===== src/rtl/sys_cmd_decoder_if.sv =====
// Decoder-side bundle: UART RX bytes, register-file port, ALU control/result and TX FIFO push.
// master = the decoder, slave = the surrounding system (RX, RF, ALU, TX FIFO).
interface sys_cmd_decoder_if #(
   parameter int DATA_WIDTH    = 8,
   parameter int ADDR          = 4,
   parameter int ALU_OUT_WIDTH = 16
);
   logic [DATA_WIDTH-1:0]    RX_P_DATA;
   logic                     RX_D_VLD;
   logic [DATA_WIDTH-1:0]    RF_RD_DATA;
   logic                     RF_RD_DATA_VLD;
   logic [ALU_OUT_WIDTH-1:0] ALU_OUT;
   logic                     ALU_OUT_VLD;
   logic                     FIFO_FULL;
   logic [ADDR-1:0]          RF_ADDR;
   logic [DATA_WIDTH-1:0]    RF_WR_DATA;
   logic                     RF_WR_EN;
   logic                     RF_RD_EN;
   logic                     ALU_EN;
   logic [3:0]               ALU_FUN;
   logic                     CLK_GATE_EN;
   logic [DATA_WIDTH-1:0]    TX_P_DATA;
   logic                     TX_D_VLD;

   modport master (
      input  RX_P_DATA, RX_D_VLD, RF_RD_DATA, RF_RD_DATA_VLD, ALU_OUT, ALU_OUT_VLD, FIFO_FULL,
      output RF_ADDR, RF_WR_DATA, RF_WR_EN, RF_RD_EN, ALU_EN, ALU_FUN, CLK_GATE_EN,
             TX_P_DATA, TX_D_VLD
   );

   modport slave (
      output RX_P_DATA, RX_D_VLD, RF_RD_DATA, RF_RD_DATA_VLD, ALU_OUT, ALU_OUT_VLD, FIFO_FULL,
      input  RF_ADDR, RF_WR_DATA, RF_WR_EN, RF_RD_EN, ALU_EN, ALU_FUN, CLK_GATE_EN,
             TX_P_DATA, TX_D_VLD
   );
endinterface


===== src/rtl/sys_cmd_decoder.sv =====
// UART command-frame decoder driving RF/ALU; all outputs registered, 1 cycle after the triggering byte.
// TX pushes stall while FIFO_FULL is high and are spaced by at least one idle cycle.
module sys_cmd_decoder #(
   parameter int DATA_WIDTH    = 8,
   parameter int ADDR          = 4,
   parameter int ALU_OUT_WIDTH = 16
) (
   input  logic              CLK,
   input  logic              RST,
   sys_cmd_decoder_if.master bus
);
   localparam logic [DATA_WIDTH-1:0] OP_WR     = DATA_WIDTH'(8'hAA);
   localparam logic [DATA_WIDTH-1:0] OP_RD     = DATA_WIDTH'(8'hBB);
   localparam logic [DATA_WIDTH-1:0] OP_ALU_OP = DATA_WIDTH'(8'hCC);
   localparam logic [DATA_WIDTH-1:0] OP_ALU    = DATA_WIDTH'(8'hDD);

   typedef enum logic [3:0] {
      IDLE, WR_ADDR, WR_DATA, RD_ADDR, RD_WAIT, OPA, OPB, FUN,
      ALU_WAIT, SEND_RD, SEND_LSB, SEND_MSB
   } state_t;

   state_t                   state_q;
   logic [ADDR-1:0]          rf_addr_q;
   logic [DATA_WIDTH-1:0]    rf_wr_data_q;
   logic                     rf_wr_en_q;
   logic                     rf_rd_en_q;
   logic                     alu_en_q;
   logic [3:0]               alu_fun_q;
   logic                     clk_gate_en_q;
   logic [DATA_WIDTH-1:0]    tx_data_q;
   logic                     tx_vld_q;
   logic [DATA_WIDTH-1:0]    rd_data_q;
   logic [ALU_OUT_WIDTH-1:0] alu_res_q;
   logic                     can_push;

   // A push just issued blocks the next one, which forces the idle gap between TX pulses.
   assign can_push = !bus.FIFO_FULL && !tx_vld_q;

   always_ff @(posedge CLK or negedge RST) begin
      if (!RST) begin
         state_q       <= IDLE;
         rf_addr_q     <= '0;
         rf_wr_data_q  <= '0;
         rf_wr_en_q    <= 1'b0;
         rf_rd_en_q    <= 1'b0;
         alu_en_q      <= 1'b0;
         alu_fun_q     <= '0;
         clk_gate_en_q <= 1'b0;
         tx_data_q     <= '0;
         tx_vld_q      <= 1'b0;
         rd_data_q     <= '0;
         alu_res_q     <= '0;
      end else begin
         rf_wr_en_q <= 1'b0;
         rf_rd_en_q <= 1'b0;
         tx_vld_q   <= 1'b0;
         case (state_q)
            IDLE: if (bus.RX_D_VLD) begin
               case (bus.RX_P_DATA)
                  OP_WR:     state_q <= WR_ADDR;
                  OP_RD:     state_q <= RD_ADDR;
                  OP_ALU_OP: state_q <= OPA;
                  OP_ALU:    state_q <= FUN;
                  default:   state_q <= IDLE;
               endcase
            end
            WR_ADDR: if (bus.RX_D_VLD) begin
               rf_addr_q <= bus.RX_P_DATA[ADDR-1:0];
               state_q   <= WR_DATA;
            end
            WR_DATA: if (bus.RX_D_VLD) begin
               rf_wr_data_q <= bus.RX_P_DATA;
               rf_wr_en_q   <= 1'b1;
               state_q      <= IDLE;
            end
            RD_ADDR: if (bus.RX_D_VLD) begin
               rf_addr_q  <= bus.RX_P_DATA[ADDR-1:0];
               rf_rd_en_q <= 1'b1;
               state_q    <= RD_WAIT;
            end
            RD_WAIT: if (bus.RF_RD_DATA_VLD) begin
               rd_data_q <= bus.RF_RD_DATA;
               state_q   <= SEND_RD;
            end
            // Operands land at fixed RF addresses 0 and 1 where the ALU picks them up.
            OPA: if (bus.RX_D_VLD) begin
               rf_addr_q    <= '0;
               rf_wr_data_q <= bus.RX_P_DATA;
               rf_wr_en_q   <= 1'b1;
               state_q      <= OPB;
            end
            OPB: if (bus.RX_D_VLD) begin
               rf_addr_q    <= ADDR'(1);
               rf_wr_data_q <= bus.RX_P_DATA;
               rf_wr_en_q   <= 1'b1;
               state_q      <= FUN;
            end
            FUN: if (bus.RX_D_VLD) begin
               alu_fun_q     <= bus.RX_P_DATA[3:0];
               alu_en_q      <= 1'b1;
               clk_gate_en_q <= 1'b1;
               state_q       <= ALU_WAIT;
            end
            ALU_WAIT: if (bus.ALU_OUT_VLD) begin
               alu_res_q     <= bus.ALU_OUT;
               alu_en_q      <= 1'b0;
               clk_gate_en_q <= 1'b0;
               state_q       <= SEND_LSB;
            end
            SEND_RD: if (can_push) begin
               tx_data_q <= rd_data_q;
               tx_vld_q  <= 1'b1;
               state_q   <= IDLE;
            end
            SEND_LSB: if (can_push) begin
               tx_data_q <= alu_res_q[DATA_WIDTH-1:0];
               tx_vld_q  <= 1'b1;
               state_q   <= SEND_MSB;
            end
            SEND_MSB: if (can_push) begin
               tx_data_q <= alu_res_q[2*DATA_WIDTH-1:DATA_WIDTH];
               tx_vld_q  <= 1'b1;
               state_q   <= IDLE;
            end
            default: state_q <= IDLE;
         endcase
      end
   end

   assign bus.RF_ADDR     = rf_addr_q;
   assign bus.RF_WR_DATA  = rf_wr_data_q;
   assign bus.RF_WR_EN    = rf_wr_en_q;
   assign bus.RF_RD_EN    = rf_rd_en_q;
   assign bus.ALU_EN      = alu_en_q;
   assign bus.ALU_FUN     = alu_fun_q;
   assign bus.CLK_GATE_EN = clk_gate_en_q;
   assign bus.TX_P_DATA   = tx_data_q;
   assign bus.TX_D_VLD    = tx_vld_q;
endmodule


===== src/flat_wrapper.sv =====
// flat-port wrapper written by rule: the top's interface ports become plain ports
module sys_cmd_decoder_flat 
#(
   parameter int DATA_WIDTH    = 8,
   parameter int ADDR          = 4,
   parameter int ALU_OUT_WIDTH = 16
)
  (CLK, RST, bus_RX_P_DATA, bus_RX_D_VLD, bus_RF_RD_DATA, bus_RF_RD_DATA_VLD, bus_ALU_OUT, bus_ALU_OUT_VLD, bus_FIFO_FULL, bus_RF_ADDR, bus_RF_WR_DATA, bus_RF_WR_EN, bus_RF_RD_EN, bus_ALU_EN, bus_ALU_FUN, bus_CLK_GATE_EN, bus_TX_P_DATA, bus_TX_D_VLD);
  sys_cmd_decoder_if #(.DATA_WIDTH(DATA_WIDTH), .ADDR(ADDR), .ALU_OUT_WIDTH(ALU_OUT_WIDTH)) bus_i ();
  input  logic CLK;
  input  logic RST;
  input wire logic [$bits(bus_i.RX_P_DATA)-1:0] bus_RX_P_DATA;
  input wire logic [$bits(bus_i.RX_D_VLD)-1:0] bus_RX_D_VLD;
  input wire logic [$bits(bus_i.RF_RD_DATA)-1:0] bus_RF_RD_DATA;
  input wire logic [$bits(bus_i.RF_RD_DATA_VLD)-1:0] bus_RF_RD_DATA_VLD;
  input wire logic [$bits(bus_i.ALU_OUT)-1:0] bus_ALU_OUT;
  input wire logic [$bits(bus_i.ALU_OUT_VLD)-1:0] bus_ALU_OUT_VLD;
  input wire logic [$bits(bus_i.FIFO_FULL)-1:0] bus_FIFO_FULL;
  output wire logic [$bits(bus_i.RF_ADDR)-1:0] bus_RF_ADDR;
  output wire logic [$bits(bus_i.RF_WR_DATA)-1:0] bus_RF_WR_DATA;
  output wire logic [$bits(bus_i.RF_WR_EN)-1:0] bus_RF_WR_EN;
  output wire logic [$bits(bus_i.RF_RD_EN)-1:0] bus_RF_RD_EN;
  output wire logic [$bits(bus_i.ALU_EN)-1:0] bus_ALU_EN;
  output wire logic [$bits(bus_i.ALU_FUN)-1:0] bus_ALU_FUN;
  output wire logic [$bits(bus_i.CLK_GATE_EN)-1:0] bus_CLK_GATE_EN;
  output wire logic [$bits(bus_i.TX_P_DATA)-1:0] bus_TX_P_DATA;
  output wire logic [$bits(bus_i.TX_D_VLD)-1:0] bus_TX_D_VLD;
  assign bus_i.RX_P_DATA = bus_RX_P_DATA;
  assign bus_i.RX_D_VLD = bus_RX_D_VLD;
  assign bus_i.RF_RD_DATA = bus_RF_RD_DATA;
  assign bus_i.RF_RD_DATA_VLD = bus_RF_RD_DATA_VLD;
  assign bus_i.ALU_OUT = bus_ALU_OUT;
  assign bus_i.ALU_OUT_VLD = bus_ALU_OUT_VLD;
  assign bus_i.FIFO_FULL = bus_FIFO_FULL;
  assign bus_RF_ADDR = bus_i.RF_ADDR;
  assign bus_RF_WR_DATA = bus_i.RF_WR_DATA;
  assign bus_RF_WR_EN = bus_i.RF_WR_EN;
  assign bus_RF_RD_EN = bus_i.RF_RD_EN;
  assign bus_ALU_EN = bus_i.ALU_EN;
  assign bus_ALU_FUN = bus_i.ALU_FUN;
  assign bus_CLK_GATE_EN = bus_i.CLK_GATE_EN;
  assign bus_TX_P_DATA = bus_i.TX_P_DATA;
  assign bus_TX_D_VLD = bus_i.TX_D_VLD;
  sys_cmd_decoder #(.DATA_WIDTH(DATA_WIDTH), .ADDR(ADDR), .ALU_OUT_WIDTH(ALU_OUT_WIDTH)) u_core (.CLK(CLK), .RST(RST), .bus(bus_i));
endmodule

===== config.mk =====
export PLATFORM = sky130hd
export DESIGN_NAME = sys_cmd_decoder_flat
export DESIGN_NICKNAME = d
export VERILOG_FILES = /design/src/rtl/sys_cmd_decoder_if.sv /design/src/rtl/sys_cmd_decoder.sv /design/src/flat_wrapper.sv
export SDC_FILE = /design/constraint.sdc
export NUM_CORES = 1
export LEC_CHECK = 0
export BUFFER_PORTS_ARGS = -buffer_cell sky130_fd_sc_hd__buf_2
export CAP_MARGIN = 15
export CORE_MARGIN = 2
export CORE_UTILIZATION = 46
export DETAILED_ROUTE_END_ITERATION = 8
export PLACE_DENSITY = 0.71
export SETUP_SLACK_MARGIN = 0.1
export SLEW_MARGIN = 20
export SYNTH_ARGS = -nofsm -noshare
export SYNTH_HDL_FRONTEND = slang
export SYNTH_SLANG_ARGS = --single-unit

===== constraint.sdc =====
create_clock -name CLK -period 2.1 [get_ports CLK]
set_input_delay 0.105 -clock CLK [delete_from_list [all_inputs] [get_ports CLK]]
set_output_delay 0.105 -clock CLK [all_outputs]
set_load 0.01 [all_outputs]

==> Word level (Yosys, flattened, before mapping) <==
Index checks and enable logic that the tools add are counted.
{ "word_totals": {"output_inout_bits": 29, "wordCells": 87, "ram_bits": 0, "ff_bits": 56, "latchBits": 0, "n_memories": 0, "mem_bits_ro": 0} }
{ "classes": {"addsub": 0, "div": 0, "n_shift": 0, "magnitude_cmp": 0, "eq_ne": 29, "muxes": 28, "multipliers": 0, "n_reduce_logical": 19, "bitwise_logic": 0} }
{ "ops": {"columns": ["cell", "count"], "rows": [
  ["two-way mux 4 bit", 13],
  ["one-hot mux 4 bit (11 select lines)", 1],
  ["== test 8 bit (second input constant)", 4],
  ["two-way mux 8 bit", 3],
  ["one-hot mux 8 bit (3 select lines)", 1],
  ["!= test 2 bit (second input constant)", 9],
  ["== test 4 x 3 -> 1 bit (second input constant)", 4],
  ["== test 4 bit (second input constant)", 4],
  ["one-hot mux 3 bit (4 select lines)", 1],
  ["one-hot mux 4 bit (3 select lines)", 1],
  ["AND reduction 11 bit", 1],
  ["!= test 2 x 1 -> 1 bit (second input constant)", 5],
  ["== test 4 x 2 -> 1 bit (second input constant)", 2],
  ["AND reduction 2 bit", 4],
  ["AND reduction 4 bit", 2],
  ["two-way mux 1 bit", 7],
  ["nonzero test 3 bit", 2],
  ["OR reduction 3 bit", 2],
  ["== test 4 x 1 -> 1 bit (second input constant)", 1],
  ["zero test 4 bit", 1],
  ["OR reduction 2 bit", 2],
  ["AND reduction 3 bit", 1],
  ["zero test 1 bit", 2],
  ["one-hot mux 1 bit (2 select lines)", 1],
  ["other kinds (2)", 2]
]} }

==> Depth between registers and ports, before layout <==
{ "depth": {"depth_word": 4, "depth_mapped": 7} }

==> Worst setup path before layout <==
Ideal clock, no wire load.
{ "synth_path": {"path_kind": "reg-to-reg", "start": "register u_core.state_q[2]", "end": "register u_core.tx_data_q[7], in the netlist u_core.bus.TX_P_DATA[7]", "path_buffers": 2, "slack_ns": 0.600, "required_ns": 1.979, "t_arrival_ns": 1.379, "path_stages_with_launch": 7, "cell_sequence": "dfrtp_1 > nand2b_1 > or4_4 > buf_6 > buf_6 > nand2_1 > o21ai_2"} }
{ "synth_between": {"elab_chain_cells": 3, "word_cells_on_any_way": 9, "cone_classes": "eq/ne (6); mux (1); reduce/logical (2)"} }
{ "synth_rtl": {"columns": ["element", "line", "text"], "rows": [
  ["start: declaration", "sys_cmd_decoder.sv:22", "state_t state_q;"],
  ["start signal: assignment", "sys_cmd_decoder.sv:41", "state_q <= IDLE;"],
  ["start signal: assignment", "sys_cmd_decoder.sv:60", "OP_WR: state_q <= WR_ADDR;"],
  ["start signal: assignment", "sys_cmd_decoder.sv:61", "OP_RD: state_q <= RD_ADDR;"],
  ["== test 4 bit", "sys_cmd_decoder.sv:57", "case (state_q)"],
  ["!= test 2 x 1 -> 1 bit (no source line) or nonzero test 3 bit (tied branches)", null, null],
  ["AND reduction 4 bit (no source line)", null, null],
  ["end signal: assignment", "sys_cmd_decoder.sv:111", "tx_data_q <= rd_data_q;"],
  ["end signal: assignment", "sys_cmd_decoder.sv:116", "tx_data_q <= alu_res_q[DATA_WIDTH-1:0];"],
  ["end signal: assignment", "sys_cmd_decoder.sv:121", "tx_data_q <= alu_res_q[2*DATA_WIDTH-1:DATA_WIDTH];"],
  ["end: declaration", "sys_cmd_decoder.sv:30", "logic [DATA_WIDTH-1:0] tx_data_q;"]
]} }
Parallel ways exist; a longest one is shown, timed or not.
A chain may end at the register's enable or synchronous reset.

==> Worst setup path in the final report <==
{ "layout_path": {"start": "register u_core.state_q[2]", "end": "register u_core.state_q[1]"} }
{ "layout_between": {"elab_chain_cells": 4, "word_cells_on_any_way": 26, "cone_classes": "eq/ne (22); mux (1); reduce/logical (3)"} }
{ "layout_rtl": {"columns": ["element", "line"], "rows": [
  ["== test 4 bit", "sys_cmd_decoder.sv:57"],
  ["OR reduction 2 bit (no source line)", null],
  ["!= test 2 x 1 -> 1 bit (no source line)", null],
  ["AND reduction 11 bit (no source line)", null]
]} }
Parallel ways exist; a longest one is shown, timed or not.

==> results.cfg <==
[status]
status = finished clean

[placement]
io_buffers = 66
hpwl_um = 3760
gp_congestion = 0.832

[grt]
grt.total_usage = 0.171
antenna_found_initial = 0
grt_pass1_wl_um = 8450
overflow = 0
grt_max_degree = 57
grt_pass1_vias = 1737

[clock_network]
cts_tree = done
clk_pin_slew_ps = 100
h-tree-depth = 2
clkLatencyLatePin_ps = 310
post-cts-setup-buffers = 0
cts_sinks = 56
cts_max_path_buffers = 2
cts_made_buffers = 5
cts-root-buf = clkbuf_8

[critical_path]
worstPathArrival_ps = 2030
criticalPathCategory = reg -> reg
startpoint_type = flop
cp_max_fo = 18
worst-path-buf-inv = 0
crit_chain = nand2b_1 -> o32ai_1 -> or2_1 -> o221ai_1
cpPeakStageDelay_ps = 570
critical_path_required_ps = 2280
cp_top_family = compound AO/OA/AOI/OAI gates
crit_path_end_kind = flop
slowest_stage = dfrtp_1

[final_layout]
nFillCells = 499
antenna_cells = 0
finalCoreUtilization = 0.566
final_common_cell = buf_2
multi_input_area_um2 = 1150
drive_gt1_frac = 0.453
areaGrowthSynthToFinish_pct = 18.0
mostFrequentLayoutCells = buf_2 (66), dfrtp_1 (56), mux2_2 (40), nand2_1 (22), o21ai_0 (11)
nNetsFinal = 322
seq_area_um2 = 1400

[detailed_routing]
wl_per_cell_um = 14.6
drt_iter0_drc = 108
antenna_left = 0
drc = 0
wl_um = 5210
first_pass_iters = 4
vias = 1845
vias_per_cell = 5.17

[floorplan]
boundaryPins = 67
dieArea_um2 = 6400
rows = 27
die_y_um = 80.0
initial_core_util = 0.480
core-area_um2 = 5540
fp.dieW_um = 80.0

[synthesis]
netlist_instances = 220
synthArstFlopShare = 1.00
yosysSeqAreaShare = 0.527
synthTopCellsByArea = dfrtp_1 (53%), mux2_2 (17%), nand2_1 (3.1%), mux2i_1 (3.0%), o21ai_0 (2.1%)
ys_warn_count = 0
synth_edf_count = 0
synth-seq-cells = 56
syn_area_um2 = 2660
synth_ff_type = dfrtp_1
syn_avg_cell_area_um2 = 12.1
synth_top_area_cell = dfrtp_1
ys_types = 47
syn_nets = 258
yosysTopAreaCellShare = 0.527

[power]
p_clk_frac = 0.239
pwr_density_cell_nw_per_um2 = 985
combPwrFrac = 0.263
netSwitchingFraction = 0.289
pwr-share-seq = 0.498
intPower_mw = 2.20
switchingPower_mw = 0.893
peakVddDrop_v = 0.000614
power_mw = 3.09
p_leak_nw = 1.52

[min_path]
worstHoldPathType = in -> reg

[timing]
fin_crit_sh = 0.879
finalMaxSlewViolations = 0
rsz0062_at_grt = no
fin_worst_skew_ps = 11.6
min_period_ps = 1850
report.final.hold_viol_count = 0
clock.fmax_mhz = 542
tightestPinTransition_ps = 709
whs_ps = 18.2
setup_tns_ps = 0
slew_headroom = 0.527
setup_viol = 0

[run]
maxCapViolCount = 0
[through the flow]
| step | instance area (µm²) | instances | setup WS (ps) |
|---|---|---|---|
| 2_1_floorplan | 2660 | 220 | 600 |
| 3_3_place_gp | 3010 | 348 | 322 |
| 3_5_place_dp | 3010 | 348 | 317 |
| 4_1_cts | 3140 | 357 | 290 |
| 5_1_grt | 3140 | 357 | 101 |
| 6_report | 3140 | 357 | 254 |
[cell type report]
| class | instances | share of cell area |
|---|---|---|
| multi-input combinational | 149 | 0.368 |
| timing repair buffer | 70 | 0.116 |
| clock inverter | 2 | 0.0124 |
| tap | 72 | 0.0287 |
| sequential | 56 | 0.447 |
| inverter | 2 | 0.00239 |
| clock buffer | 6 | 0.0263 |
[repair_timing]
| action | CTS | global route |
|---|---|---|
| gates resized for setup | 0 | 0 |
| hold buffers | 1 | 0 |
| endpoints found under the hold margin | 56 | 0 |
[synthesized netlist by cell type (all sizes together) (2+ instances only)]
cell type,number
dfrtp,56
mux2,40
nand2,22
o21ai,19
buf,11
mux2i,8
a21oi,7
nand2b,6
nor2,5
nor3,4
nand3,3
nand4bb,3
nor2b,3
or2,3
a21boi,2
and2b,2
and3b,2
clkbuf,2
inv,2
nand3b,2
or3b,2
or4,2
[power by group through the flow]
stage	Sequential [mW]	Combinational, mW	Clock [mW]
final	1.54	0.813	0.738
after detailed placement	1.56	0.823	0
after global routing	1.58	0.895	0.794
after floorplan	1.56	0.534	0
after CTS	1.54	0.826	0.754
after global placement	1.56	0.805	0
[sequential cells by signal (all words and copies together), names as in the netlist, 4 cells and up]
signal / flops
u_core.alu_res_q: 16
u_core.bus.RF_WR_DATA: 8
u_core.bus.TX_P_DATA: 8
u_core.rd_data_q: 8
u_core.bus.ALU_FUN: 4
u_core.bus.RF_ADDR: 4
u_core.state_q: 4
[cells by family (layout without fill, tap and decap cells)]
kind of cell              Yosys count  after routing  synth area share
AOI/OAI and AO/OA                  35             35            0.0833
xor gates and xnor gates            2              2           0.00659
buffers and inverters              15             80            0.0386
DFF                                56             56             0.527
muxes                              48             48             0.200
and+or+nand+nor                    64             64             0.145
[path summary, 6_finish.rpt]
| path | slack, ps | depth (start not counted) | endpoint | startpoint |
|---|---|---|---|---|
| min in group asynchronous | 450 | 3 | u_core.rd_data_q[3]$_DFFE_PN0P_ | RST |
| setup reg to reg | 250 | 4 | u_core.state_q[1]$_DFFE_PN0P_ | u_core.state_q[2]$_DFFE_PN0P_ |
| setup / recovery | 250 | 4 | u_core.state_q[1]$_DFFE_PN0P_ | u_core.state_q[2]$_DFFE_PN0P_ |
| hold reg to reg | 490 | 2 | u_core.bus.TX_P_DATA[3]$_DFFE_PN0P_ | u_core.bus.TX_P_DATA[3]$_DFFE_PN0P_ |
| hold / removal | 20 | 2 | u_core.rd_data_q[4]$_DFFE_PN0P_ | bus_RF_RD_DATA[4] |
| max in group asynchronous | 1180 | 3 | u_core.rd_data_q[2]$_DFFE_PN0P_ | RST |
[routing by layer]
layer	track usage	wire length, µm	vias up
met5	0	0	-
met4	0.0407	57	0
met3	0.0407	251	6
met2	0.261	2430	49
met1	0.248	2470	891
li1	-	-	899
Note: power is estimated with default switching activity, not from simulation.
